$ cat src/rtl/regfile_access_sequencer_pkg.sv
// regfile_seq_pkg: shared types and constants for the register-file access
// sequencer.
//   state_e             - sequencer state encoding
//   *_LSB / *_BIT       - field positions inside an ARM data-processing word
//   OP_TST..OP_CMN      - compare-class opcodes (no register write-back)
//   COND_NV, PC_REG     - "never" condition code and the R15 register index
package regfile_seq_pkg;

  typedef enum logic [2:0] {
    ST_IDLE  = 3'd0,
    ST_READ  = 3'd1,
    ST_LATCH = 3'd2,
    ST_EXEC  = 3'd3,
    ST_WRITE = 3'd4,
    ST_DONE  = 3'd5
  } state_e;

  localparam int COND_LSB = 28;
  localparam int I_BIT    = 25;
  localparam int OPC_LSB  = 21;
  localparam int S_BIT    = 20;
  localparam int RN_LSB   = 16;
  localparam int RD_LSB   = 12;
  localparam int RM_LSB   = 0;

  localparam logic [3:0] OP_TST  = 4'b1000;
  localparam logic [3:0] OP_TEQ  = 4'b1001;
  localparam logic [3:0] OP_CMP  = 4'b1010;
  localparam logic [3:0] OP_CMN  = 4'b1011;

  localparam logic [3:0] COND_NV = 4'hF;
  localparam logic [3:0] PC_REG  = 4'hF;

endpackage

$ cat src/rtl/regfile_access_sequencer_if.sv
// regfile_access_sequencer_if: instruction handshake plus register-file
// control bundle.
//   master : instruction source (drives IR/IR_VALID, observes the rest)
//   slave  : the sequencer (accepts IR, drives select/enable/strobes)
interface regfile_access_sequencer_if;
  logic [31:0] IR;
  logic        IR_VALID;
  logic        IR_READY;
  logic [3:0]  RA;
  logic [3:0]  RB;
  logic [3:0]  RC;
  logic        RFE;
  logic        OP_LATCH;
  logic        IMM_SEL;
  logic        SET_FLAGS;
  logic        PC_WRITE;
  logic        INSTR_DONE;

  modport master (
    output IR, IR_VALID,
    input  IR_READY, RA, RB, RC, RFE, OP_LATCH, IMM_SEL, SET_FLAGS,
           PC_WRITE, INSTR_DONE
  );

  modport slave (
    input  IR, IR_VALID,
    output IR_READY, RA, RB, RC, RFE, OP_LATCH, IMM_SEL, SET_FLAGS,
           PC_WRITE, INSTR_DONE
  );
endinterface

$ cat src/rtl/regfile_access_sequencer_dp_field_decode.sv
// dp_field_decode: combinational field extraction for a data-processing word.
//   ir            in  : instruction word
//   rn, rd, rm    out : first operand, destination and second operand regs
//   i_bit, s_bit  out : immediate-operand flag and set-flags flag
//   no_writeback  out : compare-class opcode (TST/TEQ/CMP/CMN)
//   is_nv         out : condition field is "never"
module dp_field_decode
  import regfile_seq_pkg::*;
(
  input  logic [31:0] ir,
  output logic [3:0]  rn,
  output logic [3:0]  rd,
  output logic [3:0]  rm,
  output logic        i_bit,
  output logic        s_bit,
  output logic        no_writeback,
  output logic        is_nv
);

  logic [3:0] opcode;
  logic [3:0] cond;

  // Bits 27:26 and the shifter field are irrelevant to sequencing.
  logic unused_bits;
  assign unused_bits = ^{ir[27:26], ir[11:4]};

  assign cond   = ir[COND_LSB +: 4];
  assign opcode = ir[OPC_LSB +: 4];
  assign rn     = ir[RN_LSB +: 4];
  assign rd     = ir[RD_LSB +: 4];
  assign rm     = ir[RM_LSB +: 4];
  assign i_bit  = ir[I_BIT];
  assign s_bit  = ir[S_BIT];
  assign is_nv  = (cond == COND_NV);

  assign no_writeback = (opcode == OP_TST) || (opcode == OP_TEQ) ||
                        (opcode == OP_CMP) || (opcode == OP_CMN);

endmodule

$ cat src/rtl/regfile_access_sequencer.sv
// regfile_access_sequencer: sequences register-file reads, operand latch,
// execute wait and write-back for one data-processing instruction at a time.
//   CLK, RST_N : clock, synchronous active-low reset
//   bus        : slave side of regfile_access_sequencer_if
//   EXEC_CYCLES: cycles spent in EXEC (1..15)
//
// state | meaning
// IDLE  | ready for a new instruction
// READ  | RA/RB selects driven from Rn/Rm
// LATCH | selects held, OP_LATCH strobe
// EXEC  | fixed execute window, down-counter to zero
// WRITE | RC=Rd with RFE low for one cycle
// DONE  | INSTR_DONE strobe
module regfile_access_sequencer
  import regfile_seq_pkg::*;
#(
  parameter int EXEC_CYCLES = 1
) (
  input logic                        CLK,
  input logic                        RST_N,
  regfile_access_sequencer_if.slave  bus
);

  localparam logic [3:0] EXEC_LOAD = 4'(EXEC_CYCLES - 1);

  state_e      state_q, state_d;
  logic [31:0] ir_q, ir_d;
  logic [3:0]  cnt_q, cnt_d;

  logic        ir_ready_q, ir_ready_d;
  logic [3:0]  ra_q, ra_d;
  logic [3:0]  rb_q, rb_d;
  logic [3:0]  rc_q, rc_d;
  logic        rfe_q, rfe_d;
  logic        op_latch_q, op_latch_d;
  logic        imm_sel_q, imm_sel_d;
  logic        set_flags_q, set_flags_d;
  logic        pc_write_q, pc_write_d;
  logic        done_q, done_d;

  logic [3:0]  rn, rd, rm;
  logic        i_bit, s_bit, no_writeback, is_nv;
  logic        in_op;

  // Decoding the next-state IR lets the IDLE capture decision (NV skip) and
  // all registered outputs come from one decoder instance.
  dp_field_decode u_decode (
    .ir           (ir_d),
    .rn           (rn),
    .rd           (rd),
    .rm           (rm),
    .i_bit        (i_bit),
    .s_bit        (s_bit),
    .no_writeback (no_writeback),
    .is_nv        (is_nv)
  );

  always_comb begin
    state_d = state_q;
    ir_d    = ir_q;
    cnt_d   = cnt_q;
    case (state_q)
      ST_IDLE: begin
        if (bus.IR_VALID) begin
          ir_d    = bus.IR;
          state_d = is_nv ? ST_DONE : ST_READ;
        end
      end
      ST_READ:  state_d = ST_LATCH;
      ST_LATCH: begin
        cnt_d   = EXEC_LOAD;
        state_d = ST_EXEC;
      end
      ST_EXEC: begin
        if (cnt_q == 4'd0) begin
          state_d = no_writeback ? ST_DONE : ST_WRITE;
        end else begin
          cnt_d = cnt_q - 4'd1;
        end
      end
      ST_WRITE: state_d = ST_DONE;
      ST_DONE:  state_d = ST_IDLE;
      default:  state_d = ST_IDLE;
    endcase
  end

  // Outputs are computed from the next state so the registered value lines
  // up with the state it belongs to.
  always_comb begin
    in_op       = (state_d == ST_READ) || (state_d == ST_LATCH) ||
                  (state_d == ST_EXEC) || (state_d == ST_WRITE);
    ir_ready_d  = (state_d == ST_IDLE);
    ra_d        = in_op ? rn : 4'd0;
    rb_d        = (in_op && !i_bit) ? rm : 4'd0;
    imm_sel_d   = in_op && i_bit;
    set_flags_d = (state_d != ST_IDLE) && s_bit && !is_nv;
    op_latch_d  = (state_d == ST_LATCH);
    rc_d        = (state_d == ST_WRITE) ? rd : 4'd0;
    rfe_d       = (state_d != ST_WRITE);
    pc_write_d  = (state_d == ST_WRITE) && (rd == PC_REG);
    done_d      = (state_d == ST_DONE);
  end

  always_ff @(posedge CLK) begin
    if (!RST_N) begin
      state_q     <= ST_IDLE;
      ir_q        <= '0;
      cnt_q       <= '0;
      ir_ready_q  <= 1'b1;
      ra_q        <= '0;
      rb_q        <= '0;
      rc_q        <= '0;
      rfe_q       <= 1'b1;
      op_latch_q  <= 1'b0;
      imm_sel_q   <= 1'b0;
      set_flags_q <= 1'b0;
      pc_write_q  <= 1'b0;
      done_q      <= 1'b0;
    end else begin
      state_q     <= state_d;
      ir_q        <= ir_d;
      cnt_q       <= cnt_d;
      ir_ready_q  <= ir_ready_d;
      ra_q        <= ra_d;
      rb_q        <= rb_d;
      rc_q        <= rc_d;
      rfe_q       <= rfe_d;
      op_latch_q  <= op_latch_d;
      imm_sel_q   <= imm_sel_d;
      set_flags_q <= set_flags_d;
      pc_write_q  <= pc_write_d;
      done_q      <= done_d;
    end
  end

  assign bus.IR_READY   = ir_ready_q;
  assign bus.RA         = ra_q;
  assign bus.RB         = rb_q;
  assign bus.RC         = rc_q;
  assign bus.RFE        = rfe_q;
  assign bus.OP_LATCH   = op_latch_q;
  assign bus.IMM_SEL    = imm_sel_q;
  assign bus.SET_FLAGS  = set_flags_q;
  assign bus.PC_WRITE   = pc_write_q;
  assign bus.INSTR_DONE = done_q;

endmodule

$ cat src/flat_wrapper.sv
// flat-port wrapper written by rule: the top's interface ports become plain ports
module regfile_access_sequencer_flat import regfile_seq_pkg::*;
#(
  parameter int EXEC_CYCLES = 1
)
  (CLK, RST_N, bus_IR, bus_IR_VALID, bus_IR_READY, bus_RA, bus_RB, bus_RC, bus_RFE, bus_OP_LATCH, bus_IMM_SEL, bus_SET_FLAGS, bus_PC_WRITE, bus_INSTR_DONE);
  regfile_access_sequencer_if bus_i ();
  input logic CLK;
  input logic RST_N;
  input wire logic [$bits(bus_i.IR)-1:0] bus_IR;
  input wire logic [$bits(bus_i.IR_VALID)-1:0] bus_IR_VALID;
  output wire logic [$bits(bus_i.IR_READY)-1:0] bus_IR_READY;
  output wire logic [$bits(bus_i.RA)-1:0] bus_RA;
  output wire logic [$bits(bus_i.RB)-1:0] bus_RB;
  output wire logic [$bits(bus_i.RC)-1:0] bus_RC;
  output wire logic [$bits(bus_i.RFE)-1:0] bus_RFE;
  output wire logic [$bits(bus_i.OP_LATCH)-1:0] bus_OP_LATCH;
  output wire logic [$bits(bus_i.IMM_SEL)-1:0] bus_IMM_SEL;
  output wire logic [$bits(bus_i.SET_FLAGS)-1:0] bus_SET_FLAGS;
  output wire logic [$bits(bus_i.PC_WRITE)-1:0] bus_PC_WRITE;
  output wire logic [$bits(bus_i.INSTR_DONE)-1:0] bus_INSTR_DONE;
  assign bus_i.IR = bus_IR;
  assign bus_i.IR_VALID = bus_IR_VALID;
  assign bus_IR_READY = bus_i.IR_READY;
  assign bus_RA = bus_i.RA;
  assign bus_RB = bus_i.RB;
  assign bus_RC = bus_i.RC;
  assign bus_RFE = bus_i.RFE;
  assign bus_OP_LATCH = bus_i.OP_LATCH;
  assign bus_IMM_SEL = bus_i.IMM_SEL;
  assign bus_SET_FLAGS = bus_i.SET_FLAGS;
  assign bus_PC_WRITE = bus_i.PC_WRITE;
  assign bus_INSTR_DONE = bus_i.INSTR_DONE;
  regfile_access_sequencer #(.EXEC_CYCLES(EXEC_CYCLES)) u_core (.CLK(CLK), .RST_N(RST_N), .bus(bus_i));
endmodule
$ cat config.mk
export PLATFORM = sky130hd
export DESIGN_NAME = regfile_access_sequencer_flat
export DESIGN_NICKNAME = d
export VERILOG_FILES = /design/src/rtl/regfile_access_sequencer_pkg.sv /design/src/rtl/regfile_access_sequencer_if.sv /design/src/rtl/regfile_access_sequencer_dp_field_decode.sv /design/src/rtl/regfile_access_sequencer.sv /design/src/flat_wrapper.sv
export SDC_FILE = /design/constraint.sdc
export NUM_CORES = 1
export LEC_CHECK = 0
export CAP_MARGIN = 20
export CORE_ASPECT_RATIO = 1.2
export CORE_MARGIN = 3
export CORE_UTILIZATION = 45
export DETAILED_ROUTE_END_ITERATION = 8
export HOLD_SLACK_MARGIN = 0.03
export MAX_ROUTING_LAYER = met4
export PLACE_DENSITY = 0.77
export SETUP_SLACK_MARGIN = 0.1
export SLEW_MARGIN = 20
export SYNTH_ARGS = -nofsm -noshare
export SYNTH_HDL_FRONTEND = slang
export SYNTH_SLANG_ARGS = --single-unit
$ cat constraint.sdc
create_clock -name CLK -period 2.12 [get_ports CLK]
set_input_delay 0.318 -clock CLK [delete_from_list [all_inputs] [get_ports CLK]]
set_output_delay 0.318 -clock CLK [all_outputs]
set_load 0.02 [all_outputs]
Word-level counts from Yosys, hierarchy flattened. Cells that the tools add are included. W data, S select, Z words.

Input bits: 35. Bits in registers: 58. Word-level logic and storage cells: 64.

Add/subtract/negate cells: 1. Equality and inequality tests: 17. Multiplexer cells: 9. Reduce and logical (&&, ||, !) cells: 23.

Operators by type and width (count): $mux W32 (2); $eq A4 B4 Y1 const B (6); $pmux W3 S5 (1); $eq A3 B2 Y1 const B (4); $reduce_and A2 Y1 (5); $eq A3 B3 Y1 const B (3); $mux W3 (3); $pmux W4 S2 (1); $eq A3 B1 Y1 const B (2); $logic_not A3 Y1 (2); $logic_or A1 B1 Y1 (6); $logic_and A1 B1 Y1 (5); $logic_not A4 Y1 (1); $mux W4 (1); $sub A4 B1 Y4 const B (1); $ne A3 B3 Y1 const B (1); $reduce_bool A3 Y1 (1); $logic_not A1 Y1 (2); $ne A2 B2 Y1 const B (1); $reduce_bool A2 Y1 (1); $mux W1 (1).

Longest topological paths before layout.
Depth after elaboration: 15. Depth in mapped cells: 8. Depth with buffers taken out: 7.

By module. Synthesis repeated with hierarchy kept, for this count alone.

Cells, all modules: 228. Area total of the unflattened synthesis: 2529.9 µm².

Modules (own cells, without submodules): regfile_access_sequencer (cells each 212, times used 1, sequential area each 1161.1 µm², area an instance 2409.8 µm²); dp_field_decode (cells each 16, times used 1, sequential area each 0.0 µm², area an instance 120.1 µm²).

Worst setup path before layout. Ideal clock, no wire load.

Kind: flip-flop to flip-flop. From: register u_core.state_q[0]. To: register u_core.ra_q[0] (netlist: u_core.bus.RA[0]). Arrival: 1.442 ns. Setup slack: 0.544 ns. Buffers on the path: 4. Stages on the path, launching flop included: 9. Cell sequence: dfxtp_1 -> buf_6 -> or2_1 -> clkbuf_2 -> or3_1 -> buf_6 -> buf_8 -> nand2_4 -> a211oi_2.

Longest elaborated chain between the ends: 14.

Ends and longest elaborated chain: start: declaration (RTL line regfile_access_sequencer.sv:26) `state_e state_q, state_d;`; start signal: assignment (RTL line regfile_access_sequencer.sv:120) `state_q <= state_d;`; $logic_not A3 Y1 (RTL line regfile_access_sequencer.sv:62) `case (state_q)`; $mux W32 (RTL line regfile_access_sequencer.sv:62); $eq A4 B4 Y1 (RTL line regfile_access_sequencer_dp_field_decode.sv:36) `assign no_writeback = (opcode == OP_TST) || (opcode == OP_TEQ) ||`; $logic_or A1 B1 Y1 (2 in series) (RTL line regfile_access_sequencer_dp_field_decode.sv:36); $logic_or A1 B1 Y1 (RTL line regfile_access_sequencer_dp_field_decode.sv:37) `(opcode == OP_CMP) || (opcode == OP_CMN);`; $mux W1 (RTL line regfile_access_sequencer.sv:76) `state_d = no_writeback ? ST_DONE : ST_WRITE;`; $mux W3 (RTL line regfile_access_sequencer.sv:75) `if (cnt_q == 4'd0) begin`; $pmux W3 S5 (RTL line regfile_access_sequencer.sv:62); $eq A3 B1 Y1 or $eq A3 B2 Y1 (tied branches) (RTL line regfile_access_sequencer.sv:90) `in_op = (state_d == ST_READ) || (state_d == ST_LATCH) ||`; $logic_or A1 B1 Y1 (2 in series) (RTL line regfile_access_sequencer.sv:90); $logic_or A1 B1 Y1 (RTL line regfile_access_sequencer.sv:91) `(state_d == ST_EXEC) || (state_d == ST_WRITE);`; $reduce_and A2 Y1 (no line); end signal: assignment (RTL line regfile_access_sequencer.sv:124) `ra_q <= ra_d;`; end: declaration (RTL line regfile_access_sequencer.sv:31) `logic [3:0] ra_q, ra_d;`.

Parallel ways exist; a longest one is shown, timed or not. A chain may end at the register's enable or synchronous reset.

Final worst setup path.
From: register u_core.state_q[0]. To: register u_core.pc_write_q (netlist: u_core.bus.PC_WRITE).

Longest elaborated chain between the ends: 11.

Ends and longest elaborated chain: $logic_not A3 Y1 (RTL line regfile_access_sequencer.sv:62); $mux W32 (RTL line regfile_access_sequencer.sv:62); $eq A4 B4 Y1 (RTL line regfile_access_sequencer_dp_field_decode.sv:36); $logic_or A1 B1 Y1 (2 in series) (RTL line regfile_access_sequencer_dp_field_decode.sv:36); $logic_or A1 B1 Y1 (RTL line regfile_access_sequencer_dp_field_decode.sv:37); $mux W1 (RTL line regfile_access_sequencer.sv:76); $mux W3 (RTL line regfile_access_sequencer.sv:75); $pmux W3 S5 (RTL line regfile_access_sequencer.sv:62); $eq A3 B3 Y1 (RTL line regfile_access_sequencer.sv:100) `pc_write_d = (state_d == ST_WRITE) && (rd == PC_REG);`; $logic_and A1 B1 Y1 * (RTL line regfile_access_sequencer.sv:100); end signal: assignment (RTL line regfile_access_sequencer.sv:131) `pc_write_q <= pc_write_d;`; end: declaration (RTL line regfile_access_sequencer.sv:38) `logic pc_write_q, pc_write_d;`.

Every way passes the cells marked *; elsewhere a longest branch is shown, timed or not.

==> qor.yml <==
status:
  status: "finished clean"
pwr:
  ir_drop_uv: 457
  switching_share_pct: 27.9
  p_int_mw: 1.38
  p_leak_nw: 0.867
  power_frac_comb_pct: 20.8
  sequentialPowerShare_pct: 50.9
  p_per_area_mw_per_mm2: 826
  p_switching_mw: 0.535
  power_mw: 1.91
  pwr-share-clk_pct: 28.3
flow_run:
  cap_violations: 0
worst_hold_path:
  worstHoldPathType: "reg -> reg"
  hold_start: "u_core.ir_q[28]"
timing:
  tightest_slew_ns: 0.396
  clock_skew_ns: 0.00725
  drv_slew: 0
  timing.final.crit_period_ns: 1.74
  hold_violations: 0
  setup_viol: 0
  maxSlewHeadroom_pct: 73.5
  fmax_ghz: 0.575
  period_share_pct: 82.0
  setup_tns_ns: 0
  grt_setup_unrepaired: "no"
critical_path:
  arrival_ns: 1.94
  cp_data_required_time_ns: 2.32
  critPathLaunchType: "flip-flop"
  rr_startpoint: "u_core.state_q[0]"
  worstSetupEndpointType: "flip-flop"
  critical_path_class: "reg -> reg"
  crit_path_start: "u_core.state_q[0]"
  cp_max_fo: 10
synthesis:
  syn_nets: 225
  synthDistinctLibCells: 38
  synth_cells: 188
  synth-seq-cells: 46
  yosys_warnings: 0
  netlist_area_sq_mm: 0.00179
  synth_ff_type: "dfxtp_1"
  synth_edf_count: 0
  async_flop_share_pct: 0
  avgSynthCellArea_sq_um: 9.52
  ys_seq_area_share_pct: 51.5
detailed_routing:
  drtIter0Drc: 45
  routed-via-count: 1397
  ant_nets: 0
  totalWireLength_microns: 3440
  wl_per_cell_microns: 12.2
  drc: 0
  firstDrtPassIters: 4
  via_per_inst: 4.95
cts:
  post_cts_buffers: 0
  clk_pin_slew_worst_paths_ns: 0.08
  cts_tree: "built"
  h-tree-depth: 2
  numCtsBuffers: 5
  root_buffer: "clkbuf_8"
  ctsLongestPathBuffers: 2
  hold_buffers: 0
  insertion_delay_ns: 0.29
  ctsResizeCount: 0
  cts_sinks: 46
placement:
  dp_hpwl_microns: 2580
  numPortBuffers: 41
  place_congestion: 0.836
floorplan:
  die_h_microns: 75.1
  coreArea_sq_mm: 0.00372
  die_w_microns: 63.6
  initial_core_util_pct: 48.1
  rows: 24
  die_area_sq_mm: 0.00477
  ios: 54
cells_and_area:
  final_layout_size_suffix_gt1_share_pct: 9.57
  antenna_cells: 0
  area_delta_synth_final_pct: 29.5
  layout.nets: 266
grt:
  antenna_found_initial: 0
  grt_overflow: 0
  grt_max_degree: 26
  grt_util_all_layers_pct: 16.3
  grt_pass1_vias: 1373
  grt_pass1_wl_microns: 5910
-- kinds of logic (layout without fill, tap and decap cells) --
logic type                 Yosys count  after routing  synth area share, %
DFF                                 46             46                 51.5
muxes                               10             10                 5.59
adders and majority gates            2              2                 1.40
and+or+nand+nor                     82             82                 23.8
AOI/OAI and AO/OA                   31             31                 11.5
buffers and inverters               17             59                 6.22
-- cell usage after synthesis, types with 2 or more instances --
master    count  share of area (%)
a211oi_1      3                1.3
nand4b_1      3                1.5
nand2_1      24                5.0
o21ai_0       3               0.84
nand3b_1      2               0.84
nor2b_1       4                1.4
a21oi_1      16                4.5
dfxtp_1      46                 51
inv_1         5                1.0
nor3_1        5                1.4
nor2_1       22                4.6
mux2i_1      10                5.6
ha_1          2                1.4
nand3_1       4                1.1
and2_1        2               0.70
buf_4         3                1.3
buf_6         3                1.9
nand2b_1      3                1.0
a31oi_1       2               0.70
nand4_1       5                1.7
clkbuf_1      3               0.63
or3_1         2               0.70
-- metal layers --
metal	GRT usage (%)	up-vias	part of all wire, %
li1	-	719	-
met1	18.1	637	46
met2	28.3	33	48
met3	4.33	8	4.2
met4	5.76	0	1.6
met5	-	-	0
-- through the flow --
stage | hold slack (ns) | utilization [%] | worst slack [ns] | instance area (sq um) | std cells
2_1_floorplan | 0.380 | - | 0.544 | 1790 | 188
3_3_place_gp | 0.444 | 59.7 | 0.127 | 2220 | 274
3_5_place_dp | 0.451 | 59.7 | 0.116 | 2220 | 274
4_1_cts | 0.462 | 62.2 | 0.405 | 2320 | 282
5_1_grt | 0.487 | 62.2 | 0.241 | 2320 | 282
6_report | 0.460 | 62.2 | 0.382 | 2320 | 282
-- sequential cells by signal (all words and copies together) (netlist names) --
signal and cells:
u_core.bus.INSTR_DONE 1, u_core.bus.IR_READY 1, u_core.bus.RB 4, u_core.bus.IMM_SEL 1, u_core.bus.SET_FLAGS 1, u_core.bus.OP_LATCH 1
u_core.bus.PC_WRITE 1, u_core.bus.RC 4, u_core.ir_q 20, u_core.bus.RFE 1, u_core.cnt_q 4, u_core.state_q 3
u_core.bus.RA 4
-- worst max-delay path, stage by stage, from the launching register on --
cell	delay, ns
dfxtp_1	0.54
and4bb_2	0.42
nand3_1	0.11
and2_1	0.25
a2111oi_2	0.33
-- power by group through the flow --
stage	Clock, mW	Combinational, mW	Sequential, mW
2_1_floorplan	0	0.277	1.00
3_3_place_gp	0	0.396	0.992
3_5_place_dp	0	0.401	0.994
4_1_cts	0.553	0.402	0.974
5_1_grt	0.593	0.441	0.982
6_report	0.542	0.399	0.974
-- cell type report --
type	count	area (sq um)
fill	355	1410
sequential	46	921
multi-input combinational	125	757
timing repair buffer	46	460
clock buffer	6	82.6
tap	52	65.1
inverter	5	18.8
clock inverter	2	12.5
-- path summary, 6_finish.rpt --
| check | endpoint | slack [ns] | cells past startpoint |
|---|---|---|---|
| worst max-delay path | u_core.bus.PC_WRITE | 0.38 | 4 |
| worst min-delay path | u_core.ir_q[28] | 0.46 | 2 |
| worst max register to register | u_core.bus.PC_WRITE | 0.38 | 4 |
| worst min register to register | u_core.ir_q[28] | 0.46 | 2 |
-- cells in the final DEF, fill, tap and decap left out, types with 2 or more instances in the layout --
cell type         n
nand2_1          24
a21oi_1          16
buf_4             4
nand3_1           4
nor2b_1           4
clkbuf_8          6
a211oi_1          3
nor3_1            5
and2_1            2
mux2i_1          10
ha_1              2
a31oi_1           2
nand4_1           5
nand2b_1          3
clkdlybuf4s50_1  41
nand4b_1          3
nand3b_1          2
dfxtp_1          46
inv_1             5
o21ai_0           3
or3_1             2
nor2_1           22
(Power assumes the default switching activity.)
